[config.mk]
export PLATFORM = sky130hd
export DESIGN_NAME = mem_access_unit
export DESIGN_NICKNAME = d
export VERILOG_FILES = /design/src/rtl/mem_access_unit.sv
export SDC_FILE = /design/constraint.sdc
export NUM_CORES = 1
export LEC_CHECK = 0
export ABC_AREA = 1
export ABC_CLOCK_PERIOD_IN_PS = 5400
export BUFFER_PORTS_ARGS = -buffer_cell sky130_fd_sc_hd__buf_2
export CORE_ASPECT_RATIO = 0.9
export CORE_MARGIN = 10
export CORE_UTILIZATION = 54
export DETAILED_ROUTE_END_ITERATION = 10
export PLACE_DENSITY = 0.87
export SLEW_MARGIN = 30
export SYNTH_ARGS = -nofsm -noshare
export SYNTH_HDL_FRONTEND = slang
export SYNTH_SLANG_ARGS = --single-unit
[constraint.sdc]
create_clock -name clk -period 5.4 [get_ports clk]
set_clock_uncertainty 0.05 [all_clocks]
set_input_delay 1.08 -clock clk [delete_from_list [all_inputs] [get_ports clk]]
set_output_delay 1.08 -clock clk [all_outputs]
set_load 0.02 [all_outputs]
[src/rtl/mem_access_unit.sv]
// -----------------------------------------------------------------------------
// mem_access_unit
//
// MEM-stage data-memory access unit for the 64-bit pipelined core. Takes the
// memory-control bits, ALU address, store data and funct3 from the EX/MEM
// register, runs one request/acknowledge transaction on the data bus, stalls
// the pipeline until it completes, and returns aligned, extended load data.
//
// Optional feature macro: MEM_TIMEOUT_EN
//   defined   -> a REQ that sees no dbus_ack for TIMEOUT_CYCLES cycles is
//                abandoned with a fault_exc pulse and load_data cleared.
//   undefined -> REQ waits for dbus_ack indefinitely.
//
// Ports
//   clk, rst            rising-edge clock, synchronous active-high reset
//   mem_valid           EX/MEM holds a real instruction
//   mem_m[2:0]          [1]=mem_read, [0]=mem_write, [2] unused here
//   mem_funct3[2:0]     size/sign code (inst[14:12])
//   mem_addr[63:0]      byte address
//   mem_wdata[63:0]     store data
//   stall               hold PC, IF/ID, ID/EX, EX/MEM (combinational)
//   load_data[63:0]     aligned, extended load result (held between updates)
//   load_valid          one-cycle pulse: load_data updated
//   misalign_exc        one-cycle pulse: misaligned access
//   fault_exc           one-cycle pulse: illegal encoding or bus timeout
//   dbus_req/we/addr/wdata/wstrb  registered data-bus request fields
//   dbus_ack, dbus_rdata          bus completion and read data
//   state_dbg[1:0]      current FSM state (0=IDLE, 1=REQ, 2=DONE)
//
// Bus handshake: dbus_req rises the cycle after an access is accepted and
// stays high with stable we/addr/wdata/wstrb until the first cycle in which
// dbus_ack is sampled high; that cycle completes the transfer and dbus_rdata
// is taken in the same cycle. dbus_ack outside REQ is ignored.
// -----------------------------------------------------------------------------
module mem_access_unit #(
   parameter int TIMEOUT_CYCLES = 255
) (
   input  logic        clk,
   input  logic        rst,
   input  logic        mem_valid,
   input  logic [2:0]  mem_m,
   input  logic [2:0]  mem_funct3,
   input  logic [63:0] mem_addr,
   input  logic [63:0] mem_wdata,
   output logic        stall,
   output logic [63:0] load_data,
   output logic        load_valid,
   output logic        misalign_exc,
   output logic        fault_exc,
   output logic        dbus_req,
   output logic        dbus_we,
   output logic [63:0] dbus_addr,
   output logic [63:0] dbus_wdata,
   output logic [7:0]  dbus_wstrb,
   input  logic        dbus_ack,
   input  logic [63:0] dbus_rdata,
   output logic [1:0]  state_dbg
);

   typedef enum logic [1:0] {
      S_IDLE = 2'd0,
      S_REQ  = 2'd1,
      S_DONE = 2'd2
   } state_t;

   state_t state;

`ifdef MEM_TIMEOUT_EN
   localparam logic TIMEOUT_ON = 1'b1;
`else
   localparam logic TIMEOUT_ON = 1'b0;
`endif

   // REQ-cycle counter: at least 8 bits, wide enough to hold TIMEOUT_CYCLES.
   localparam int CNT_W = ($clog2(TIMEOUT_CYCLES + 1) > 8) ? $clog2(TIMEOUT_CYCLES + 1) : 8;
   localparam logic [CNT_W-1:0] CNT_LIMIT = CNT_W'(TIMEOUT_CYCLES - 1);

   logic [CNT_W-1:0] req_cnt;

   // Fields captured when a bus access is launched, used to align the reply.
   logic [2:0] lat_funct3;
   logic [2:0] lat_off;
   logic       lat_load;

   // ---------------------------------------------------------------- decode
   logic        mem_read;
   logic        mem_write;
   logic        access;
   logic        illegal;
   logic        misaligned;
   logic [7:0]  size_mask;
   logic [5:0]  shamt;
   logic [63:0] wdata_sh;
   logic [7:0]  wstrb_sh;
   logic        timeout_hit;
   logic        unused_m2;

   assign mem_read  = mem_m[1];
   assign mem_write = mem_m[0];
   assign access    = mem_valid & (mem_read | mem_write);
   assign unused_m2 = mem_m[2];

   assign illegal = (mem_read & mem_write)
                  | (mem_read & (mem_funct3 == 3'b111))
                  | (mem_write & mem_funct3[2]);

   always_comb begin
      misaligned = 1'b0;
      size_mask  = 8'h01;
      case (mem_funct3[1:0])
         2'b00: begin misaligned = 1'b0;             size_mask = 8'h01; end
         2'b01: begin misaligned = mem_addr[0];      size_mask = 8'h03; end
         2'b10: begin misaligned = |mem_addr[1:0];   size_mask = 8'h0F; end
         default: begin misaligned = |mem_addr[2:0]; size_mask = 8'hFF; end
      endcase
   end

   assign shamt    = {mem_addr[2:0], 3'b000};
   assign wdata_sh = mem_wdata << shamt;
   assign wstrb_sh = size_mask << mem_addr[2:0];

   // The ack check has priority over this in the FSM, so an ack arriving on
   // the limit cycle completes normally.
   assign timeout_hit = TIMEOUT_ON & (state == S_REQ) & (req_cnt == CNT_LIMIT);

   // ------------------------------------------------------ load alignment
   logic [63:0] rdata_sh;
   logic [63:0] rdata_ext;
   logic        sign_ext;

   assign rdata_sh = dbus_rdata >> {lat_off, 3'b000};
   assign sign_ext = ~lat_funct3[2];

   always_comb begin
      rdata_ext = rdata_sh;
      case (lat_funct3[1:0])
         2'b00:   rdata_ext = {{56{sign_ext & rdata_sh[7]}},  rdata_sh[7:0]};
         2'b01:   rdata_ext = {{48{sign_ext & rdata_sh[15]}}, rdata_sh[15:0]};
         2'b10:   rdata_ext = {{32{sign_ext & rdata_sh[31]}}, rdata_sh[31:0]};
         default: rdata_ext = rdata_sh;
      endcase
   end

   // --------------------------------------------------------------- outputs
   // stall drops in DONE so EX/MEM advances at the end of that cycle; DONE
   // always returns to IDLE, so the same access is never started twice.
   assign stall     = ((state == S_IDLE) & access) | (state == S_REQ);
   assign state_dbg = state;

   // ------------------------------------------------------------------- FSM
   always_ff @(posedge clk) begin
      if (rst) begin
         state        <= S_IDLE;
         req_cnt      <= '0;
         lat_funct3   <= 3'b000;
         lat_off      <= 3'b000;
         lat_load     <= 1'b0;
         load_data    <= 64'd0;
         load_valid   <= 1'b0;
         misalign_exc <= 1'b0;
         fault_exc    <= 1'b0;
         dbus_req     <= 1'b0;
         dbus_we      <= 1'b0;
         dbus_addr    <= 64'd0;
         dbus_wdata   <= 64'd0;
         dbus_wstrb   <= 8'h00;
      end else begin
         load_valid   <= 1'b0;
         misalign_exc <= 1'b0;
         fault_exc    <= 1'b0;
         case (state)
            S_IDLE: begin
               if (access) begin
                  if (illegal) begin
                     state     <= S_DONE;
                     fault_exc <= 1'b1;
                     load_data <= 64'd0;
                  end else if (misaligned) begin
                     state        <= S_DONE;
                     misalign_exc <= 1'b1;
                  end else begin
                     state      <= S_REQ;
                     req_cnt    <= '0;
                     dbus_req   <= 1'b1;
                     dbus_we    <= mem_write;
                     dbus_addr  <= {mem_addr[63:3], 3'b000};
                     dbus_wdata <= mem_write ? wdata_sh : 64'd0;
                     dbus_wstrb <= mem_write ? wstrb_sh : 8'h00;
                     lat_funct3 <= mem_funct3;
                     lat_off    <= mem_addr[2:0];
                     lat_load   <= mem_read;
                  end
               end
            end
            S_REQ: begin
               if (dbus_ack) begin
                  state    <= S_DONE;
                  dbus_req <= 1'b0;
                  if (lat_load) begin
                     load_data  <= rdata_ext;
                     load_valid <= 1'b1;
                  end
               end else if (timeout_hit) begin
                  state     <= S_DONE;
                  dbus_req  <= 1'b0;
                  fault_exc <= 1'b1;
                  load_data <= 64'd0;
               end else begin
                  req_cnt <= req_cnt + 1'b1;
               end
            end
            S_DONE: begin
               state <= S_IDLE;
            end
            default: begin
               state <= S_IDLE;
            end
         endcase
      end
   end

endmodule
== Word-level counts from Yosys, hierarchy flattened ==
Cells that the tools add are included.

* Memories kept: 0
* Bits in latches: 0
* Register bits: 211
* Bits in writable memories: 0
* ROM bits: 0
* Logic and storage cells: 83

* Shift operators: 3
* Mux-type cells: 23
* $lt $le $gt $ge: 0
* Multiply operators: 0
* Bitwise operators: 19
* Divide/modulo/power cells: 0
* Reductions and logical operators: 13
* Eq/ne operators: 12
* Add/subtract/negate cells: 0

{| class="wikitable"
|+ Operators with widths
! kind !! number
|-
| 64-bit 2-to-1 mux || 5
|-
| 64-bit case mux with 3 select lines || 1
|-
| 64-bit case mux with 2 select lines || 1
|-
| 64-bit by 6-bit left shift with 64-bit output || 1
|-
| 64-bit by 6-bit right shift with 64-bit output || 1
|-
| 8-bit case mux with 3 select lines || 1
|-
| 2-bit != test, second input constant || 6
|-
| 5-bit AND reduction || 2
|-
| 3-bit OR reduction || 3
|-
| 1-bit AND || 8
|-
| 2-bit 2-to-1 mux || 4
|-
| 8-bit 2-to-1 mux || 1
|-
| 8-bit by 3-bit left shift with 8-bit output || 1
|-
| 1-bit 2-to-1 mux || 7
|-
| 1-bit NOT || 7
|-
| 2-bit by 1-bit == test with 1-bit output, second input constant || 3
|-
| 2-bit zero test || 3
|-
| 2-bit == test, second input constant || 2
|-
| 1-bit OR || 4
|-
| 2-bit case mux with 2 select lines || 1
|-
| 4-bit AND reduction || 1
|-
| 4-bit OR reduction || 1
|-
| 3-bit == test, second input constant || 1
|-
| 1-bit case mux with 3 select lines || 1
|-
| 4 further kinds || 4
|}

== Logic depth before layout (Yosys ltp) ==
Gate-level depths: netlist (run 1).

* Word-level depth: 7
* Depth in mapped cells: 13
* Gate-level depth less buffers: 11

== Worst setup path before layout (run 1) ==
No wires, ideal clock.

* Path kind: input-to-output
* From: input mem_m[1]
* To: output stall
* Setup slack: 2.675 ns
* Data required time: 4.270 ns
* Path buffers: 0
* Arrival time: 1.595 ns
* Stages on the path: 3
* Cells stage by stage: or2_2 > nand3_1 > nand2_1

* Word-level cells in the longest chain between the ends: 4

{| class="wikitable"
|+ RTL lines
! element !! RTL line !! source
|-
| start: declaration || 41 || <nowiki>input logic [2:0] mem_m,</nowiki>
|-
| 1-bit OR || 100 || <nowiki>assign access = mem_valid & (mem_read | mem_write);</nowiki>
|-
| 1-bit AND || 100 ||
|-
| 1-bit AND || 147 || <nowiki>assign stall = ((state == S_IDLE) & access) | (state == S_REQ);</nowiki>
|-
| 1-bit OR || 147 ||
|-
| end: declaration || 45 || <nowiki>output logic stall,</nowiki>
|}

Every way passes these cells.

== Worst setup path in the final report (run 1) ==
* From: register lat_off[1]
* To: register load_data[55]

* Word-level cells in the longest chain between the ends: 6

{| class="wikitable"
|+ RTL lines
! element !! RTL line !! source
|-
| start: declaration || 82 || <nowiki>logic [2:0] lat_off;</nowiki>
|-
| start signal: assignment || 190 || <nowiki>lat_off <= mem_addr[2:0];</nowiki>
|-
| 64-bit by 6-bit right shift with 64-bit output * || 131 || <nowiki>assign rdata_sh = dbus_rdata >> {lat_off, 3'b000};</nowiki>
|-
| 1-bit AND (on tied branches) || 139, 137, 138 ||
|-
| 64-bit case mux with 3 select lines * || 136 || <nowiki>case (lat_funct3[1:0])</nowiki>
|-
| 64-bit 2-to-1 mux * || 199 || <nowiki>if (lat_load) begin</nowiki>
|-
| 64-bit 2-to-1 mux * || 196 || <nowiki>if (dbus_ack) begin</nowiki>
|-
| 64-bit case mux with 2 select lines * || 171 || <nowiki>case (state)</nowiki>
|-
| end signal: assignment || 200 || <nowiki>load_data <= rdata_ext;</nowiki>
|-
| end: declaration || 46 || <nowiki>output logic [63:0] load_data,</nowiki>
|}

Every way passes the cells marked *; elsewhere a longest branch is shown, timed or not. The select of a mux whose other input is x is not followed.
A chain may end at the register's enable or synchronous reset.

==> results of run 1 <==
==> power by group <==
group / switching [µW] / total (µW) / internal, µW
Combinational: 518 / 738 / 220
Clock: 674 / 1590 / 911
Sequential: 22.3 / 1620 / 1600
Total: 1210 / 3940 / 2730
==> registers in the layout, summed over array words and instances (netlist names) <==
signal,cells
lat_load,1
dbus_req,1
lat_funct3,3
fault_exc,1
lat_off,3
state_dbg,2
misalign_exc,1
dbus_wdata,64
load_data,64
dbus_addr,61
dbus_we,1
load_valid,1
dbus_wstrb,8
==> routing by layer <==
metal / vias up / wire, µm
met1: 5988 / 16600
met4: 4 / 2340
met2: 844 / 20300
li1: 6247 / -
met5: - / 23
met3: 129 / 5940
==> layout make-up <==
class / instances / area (µm²)
Sequential cell: 211 / 4230
Clock inverter: 12 / 118
Tap cell: 255 / 319
Inverter: 59 / 226
Clock buffer: 30 / 652
Multi-Input combinational cell: 1293 / 5900
Fill cell: 1804 / 6350
Antenna cell: 13 / 32.5
Timing Repair Buffer: 420 / 2160
==> layout by cell type, fill, tap and decap left out, drive strengths merged, types with 2 or more instances in the layout <==
master,Yosys,routed
a211oi,2,2
a21oi,240,240
a22oi,17,17
buf,60,420
clkbuf,85,30
clkinv,0,6
clkinvlp,0,4
conb,1,3
dfxtp,211,211
diode,0,13
inv,59,60
mux2i,10,10
nand2,616,616
nand3,96,96
nand4,13,13
nor2,60,60
nor3,3,3
o211ai,29,29
o21ai,177,177
o22ai,3,3
o31ai,2,2
or2,18,18
==> metrics by stage <==
stage               instances  setup slack, ns
floorplan                1708             2.68
global placement         2238             1.83
detailed placement       2238             1.86
CTS                      2280             1.88
global route             2291             1.35
finish                   2293             1.68
==> kinds of logic (layout without fill, tap and decap cells) <==
family	after synthesis	in the layout	synth area share [%]
AND/OR/NAND/NOR	807	807	29.7
flip-flops	211	211	38.4
other	1	16	0.0341
multiplexers	10	10	0.910
buffers and inverters	204	521	8.08
AO/OA/AOI/OAI	473	473	22.8
==> worst max-delay path by stage <==
stage / startpoint / to / slack [ns] / cells past startpoint
floorplan: mem_m[1] / stall / 2.68 / 3
global placement: mem_addr[1] / dbus_wdata[53] / 1.83 / 10
detailed placement: mem_addr[1] / dbus_wdata[53] / 1.86 / 10
CTS: lat_off[1] / load_data[55] / 1.88 / 11
global route: lat_off[1] / load_data[55] / 1.35 / 11
finish: lat_off[1] / load_data[55] / 1.68 / 11
==> worst min-delay path: stages (launching register included) <==
cell and delay (ns):
dfxtp_1 0.31, nand2_1 0.06, a21oi_1 0.05
==> reports/qor.yml, run 1 <==
pwr:
  finalPower_uw: 3940
  power_leakage_uw: 0.00621
  peakVddDrop_mv: 0.195
  power_density_mw_per_mm2: 289
synth:
  synth_seq_area_share_pct: 38.4
  synth_edf_count: 0
  synth_common_cells: "nand2_1, a21oi_1, dfxtp_1"
  async_flop_share_pct: 0
  yosys_most_used_dff: "dfxtp_1"
  yosys-top-cells-area: "dfxtp_1, nand2_1, a21oi_1"
  synth_area_per_cell_um2: 6.44
  yosysTopAreaCell: "dfxtp_1"
  synth_most_common_cell: "nand2_1"
  syn-cell-area_mm2: 0.0110
  ys_types: 32
  yosys.area.top_type_share_pct: 38.4
  synth.yosys.warnings: 0
  synthCells: 1706
  ys_ff_latch: 211
clock_tree:
  clockRootBuffer: "clkbuf_16"
  clock-sinks: 211
  postCtsHoldBufs: 0
  cts.htree.levels: 1
  cts_tree: "yes"
  cts_made_buffers: 23
  cts_resized: 0
  clock_path_buffers: 3
  clkSlewWorstSetupHoldPaths_ns: 0.06
  clock_latency_ns: 0.52
  cts_setup_buffers: 0
floorplan:
  dieArea_mm2: 0.0265
  die-height_um: 155
  start_util_pct: 55.0
  io-pin-count: 410
  die_w_um: 170
  core-area_mm2: 0.0200
  num_rows: 49
timing:
  fin_crit_ns: 3.72
  worst_pin_slew_ns: 0.964
  relSlewSlack_pct: 35.6
  fmax_ghz: 0.269
  rsz0062_at_grt: "false"
  finalSetupTns_ns: 0
  setup_viol: 0
  slew_violations: 0
  period_share_pct: 68.8
  hold_viol_final: 0
  holdWs_ns: 0.409
setup_path:
  worst_path_largest_cell_delay_ns: 0.75
  r2r_cells: 11
  cp_slowest_cell: "inv_2"
  path_cells: "buf_4 -> inv_2 -> nand3_1 -> nand3_1 -> nand2_1 -> nand2_2 -> nand2_1 -> inv_1 -> nand2_2 -> nand3_1 -> a21oi_1"
  critPathMaxFanout: 59
  cpMostUsedCell: "nand3_1"
  startpoint_type: "register"
  cp_top_family: "simple AND/OR/NAND/NOR gates"
  cp_data_required_time_ns: 5.73
  crit_type: "register to register"
  r2r-end: "load_data[55]"
  endpoint_kind: "register"
  reg2reg_from: "lat_off[1]"
  worst_ep_arrival_time_ns: 4.04
  critPathBufInv: 3
  rrSetupSlack_ns: 1.68
routing:
  wl_um: 45200
  vias: 13212
  route.detailed.drc: 0
  ant_nets: 0
  first_pass_iters: 6
  drtIter0Drc: 1780
  wl_per_cell_um: 19.7
  via_per_inst: 5.76
grt:
  use_met2_pct: 50.3
  grt_max_degree: 94
  grt_pass1_wl_um: 67300
  antenna_found_initial: 14
  grt_util_met1_pct: 37.4
  met3_usage_pct: 11.0
  grt_overflow: 0
  grt_usage_pct: 31.7
  grt-busiest-layer: "met2"
  grt_pass1_vias: 12076
placed_design:
  dpl-instance-area_mm2: 0.0128
  io_buffers: 405
  place_congestion: 0.996
  dp_hpwl_um: 33000
worst_hold_path:
  hold_start: "load_data[3]"
  hold_end: "load_data[3]"
  hold_depth: 2
  hp-class: "register to register"
final_layout:
  drive_above_1_share_pct: 24.3
  areaGrowthSynthToFinish_pct: 24.0
  nNetsFinal: 2210
  utilization_pct: 68.2
  final_area_mm2: 0.0136
outcome:
  status: "finished, final reports clean"
flow_run:
  maxCapViolCount: 0
Power figures use the tool's default switching activity.
==> inputs of run 2 (changes only) <==
Settings changed: ABC_AREA 1 to 0, ABC_CLOCK_PERIOD_IN_PS 5400 to 3400, CORE_UTILIZATION 54 to 45, PLACE_DENSITY 0.87 to 0.77.
Clock period 5.4 ns to 3.4 ns, I/O delays scaled along.
==> reports/qor.yml, run 2 <==
floorplan:
  dieArea_mm2: 0.0307  # was 0.0265 mm²
  core-area_mm2: 0.0235  # was 0.0200 mm²
  io-pin-count: 410  # unchanged
  num_rows: 53  # was 49
  die-height_um: 167  # was 155 µm
  start_util_pct: 46.0  # was 55.0%
  die_w_um: 184  # was 170 µm
worst_hold_path:
  hold_depth: 3  # was 2
  hp-class: "input pin to register"  # was register to register
  hold_end: "dbus_addr[42]"  # was load_data[3]
  hold_start: "mem_addr[42]"  # was load_data[3]
setup_path:
  r2r-end: "load_data[54]"  # was load_data[55]
  reg2reg_from: "lat_off[1]"  # unchanged
  r2r_cells: 6  # was 11
  cp_data_required_time_ns: 2.67  # was 5.73 ns
  critPathMaxFanout: 9  # was 59
  path_cells: "nor2_2 -> o211ai_4 -> o21ai_0 -> buf_2"  # was buf_4 -> inv_2 -> nand3_1 -> nand3_1 -> nand2_1 -> nand2_2 -> nand2_1 -> inv_1 -> nand2_2 -> nand3_1 -> a21oi_1
  startpoint_type: "register"  # unchanged
  cp_slowest_cell: "dfxtp_1"  # was inv_2
  critPathBufInv: 1  # was 3
  worst_ep_arrival_time_ns: 1.65  # was 4.04 ns
  worst_path_largest_cell_delay_ns: 0.50  # was 0.75 ns
  cp_top_family: "flip-flops"  # was simple AND/OR/NAND/NOR gates
  startpoint: "state_dbg[1]"  # was lat_off[1]
  crit_type: "register to output pin"  # was register to register
  endpoint_kind: "output pin"  # was register
  rrSetupSlack_ns: 1.07  # was 1.68 ns
final_layout:
  drive_above_1_share_pct: 35.8  # was 24.3%
  final_cell_mix: "buf_2, dfxtp_1, nand2_1"  # was nand2_1, buf_2, a21oi_1
  mostFrequentLayoutCell: "buf_2"  # was nand2_1
  fillCellCount: 2104  # was 1804
  areaGrowthSynthToFinish_pct: 27.2  # was 24.0%
  seqCellArea_mm2: 0.00423  # about the same
  reg_top3: "dbus_wdata: 64 flops, load_data: 64 flops, dbus_addr: 61 flops"  # unchanged
  multi_input_area_mm2: 0.00605  # was 0.00590 mm²
  nNetsFinal: 1770  # was 2210
grt:
  grt_max_degree: 90  # was 94
  antenna_found_initial: 9  # was 14
  grt_pass1_vias: 10512  # was 12076
  grt_overflow: 0  # unchanged
  grt_usage_pct: 25.2  # was 31.7%
  grt_pass1_wl_um: 62100  # was 67300 µm
clock_tree:
  cts_tree: "yes"  # unchanged
  clockRootBuffer: "clkbuf_16"  # unchanged
  clock_latency_ns: 0.50  # was 0.52 ns
  clkSlewWorstSetupHoldPaths_ns: 0.06  # about the same
  cts.htree.levels: 1  # unchanged
  cts_made_buffers: 24  # was 23
  clock-sinks: 211  # unchanged
  postCtsHoldBufs: 0  # unchanged
  clock_path_buffers: 3  # unchanged
  cts_resized: 0  # unchanged
  cts_setup_buffers: 0  # unchanged
routing:
  route.detailed.drc: 0  # unchanged
  ant_nets: 0  # unchanged
  vias: 10854  # was 13212
  via_per_inst: 5.72  # was 5.76
  wl_per_cell_um: 21.7  # was 19.7 µm
  first_pass_iters: 6  # unchanged
  wl_um: 41200  # was 45200 µm
  drtIter0Drc: 1001  # was 1780
synth:
  synthCells: 1237  # was 1706
  synth_seq_area_share_pct: 39.0  # was 38.4%
  yosys.area.top_type_share_pct: 39.0  # was 38.4%
  yosys-top-cells-area: "dfxtp_1, mux2i_1, nand2_1"  # was dfxtp_1, nand2_1, a21oi_1
  ys_ff_latch: 211  # unchanged
  synth_edf_count: 0  # unchanged
  synth_most_common_cell: "dfxtp_1"  # was nand2_1
  ys_types: 65  # was 32
  yosys_most_used_dff: "dfxtp_1"  # unchanged
  synth.yosys.warnings: 0  # unchanged
  syn-cell-area_mm2: 0.0108  # was 0.0110 mm²
  yosysTopAreaCell: "dfxtp_1"  # unchanged
  synth_common_cells: "dfxtp_1, nand2_1, nor2_1"  # was nand2_1, a21oi_1, dfxtp_1
  synth_area_per_cell_um2: 8.75  # was 6.44 µm²
  async_flop_share_pct: 0  # unchanged
pwr:
  peakVddDrop_mv: 0.328  # was 0.195 mV
  power_leakage_uw: 0.00595  # was 0.00621 µW
  power_density_mw_per_mm2: 447  # was 289 mW/mm²
placed_design:
  place_congestion: 0.975  # was 0.996
  io_buffers: 405  # unchanged
  dp_hpwl_um: 30900  # was 33000 µm
  place_ws_ns: 0.370  # was 1.86 ns
timing:
  rsz0062_at_grt: "false"  # unchanged
  slew_violations: 0  # unchanged
  fin_crit_ns: 2.38
  period_share_pct: 70.1
  hold_viol_final: 0  # unchanged
  relSlewSlack_pct: 36.1  # was 35.6%
  setup_viol: 0  # unchanged
  finalSetupTns_ns: 0  # unchanged
  worst_pin_slew_ns: 0.959  # was 0.964 ns
  setup_ws_ns: 1.02  # was 1.68 ns
  fmax_ghz: 0.420
flow_run:
  maxCapViolCount: 0  # unchanged
outcome:
  status: "finished, final reports clean"  # unchanged
## run 2: changes by cell type after synthesis, sizes merged, moves of 35 or more
cell,previous run,this run
nand2,616,202
o21ai,177,47
a22oi,17,52
mux2i,10,76
a21oi,240,121
inv,59,4
nor2,60,135
mux2,0,66
nand3,96,4
## run 2: tightest hold or removal path: stages
cell	delay, ns
buf_2	0.09
nand2_1	0.04
a21oi_1	0.05
## run 2: cells by family after synthesis
logic type,Yosys count,share of synthesized area (%)
other,1,0.0346
multiplexers,166,18.9
buffers and inverters,126,5.35
AO/OA/AOI/OAI,341,21.3
AND/OR/NAND/NOR,392,15.4
flip-flops,211,39.0
## run 2: power by group
group / internal, µW / switching [µW] / leakage (µW)
clock network: 1650 / 1050 / 0.000401
registers: 2520 / 28.7 / 0.00171
logic: 368 / 558 / 0.00384
total: 4530 / 1630 / 0.00595
## run 2: area by class of cell
cell class	count	area share [%]
repair buffers	424	16.3
diodes	10	0.182
clock inverters	9	0.945
inverters	5	0.136
flip-flops and latches	211	30.7
multi-input cells	902	43.9
clock buffers	35	5.03
well taps	302	2.74
## run 2: per-layer routing
metal	global-route usage, %	wire length, µm	up-vias
met5	0	0	-
met4	7.80	1000	0
met3	8.63	4600	62
met2	39.9	18900	579
met1	31.7	16700	5090
li1	-	-	5123
## run 2: worst max-delay path by stage
stage	to	slack [ns]	depth (start not counted)
global placement	dbus_addr[12]	0.45	7
finish	stall	1.02	4
floorplan	dbus_wdata[60]	1.02	7
global route	dbus_addr[12]	0.88	8
CTS	dbus_addr[7]	0.90	7
detailed placement	dbus_addr[18]	0.37	7
## run 2: through the flow
step	hold slack, ns	total power [µW]	utilization [%]	instance area (µm²)	cells
3_3_place_gp	0.387	3490	54.8	12900	1843
6_report	0.357	6160	58.5	13800	1898
2_1_floorplan	0.408	3160	-	10800	1239
3_5_place_dp	0.393	3500	54.8	12900	1843
4_1_cts	0.331	6190	58.3	13700	1887
5_1_grt	0.345	6370	58.5	13800	1898
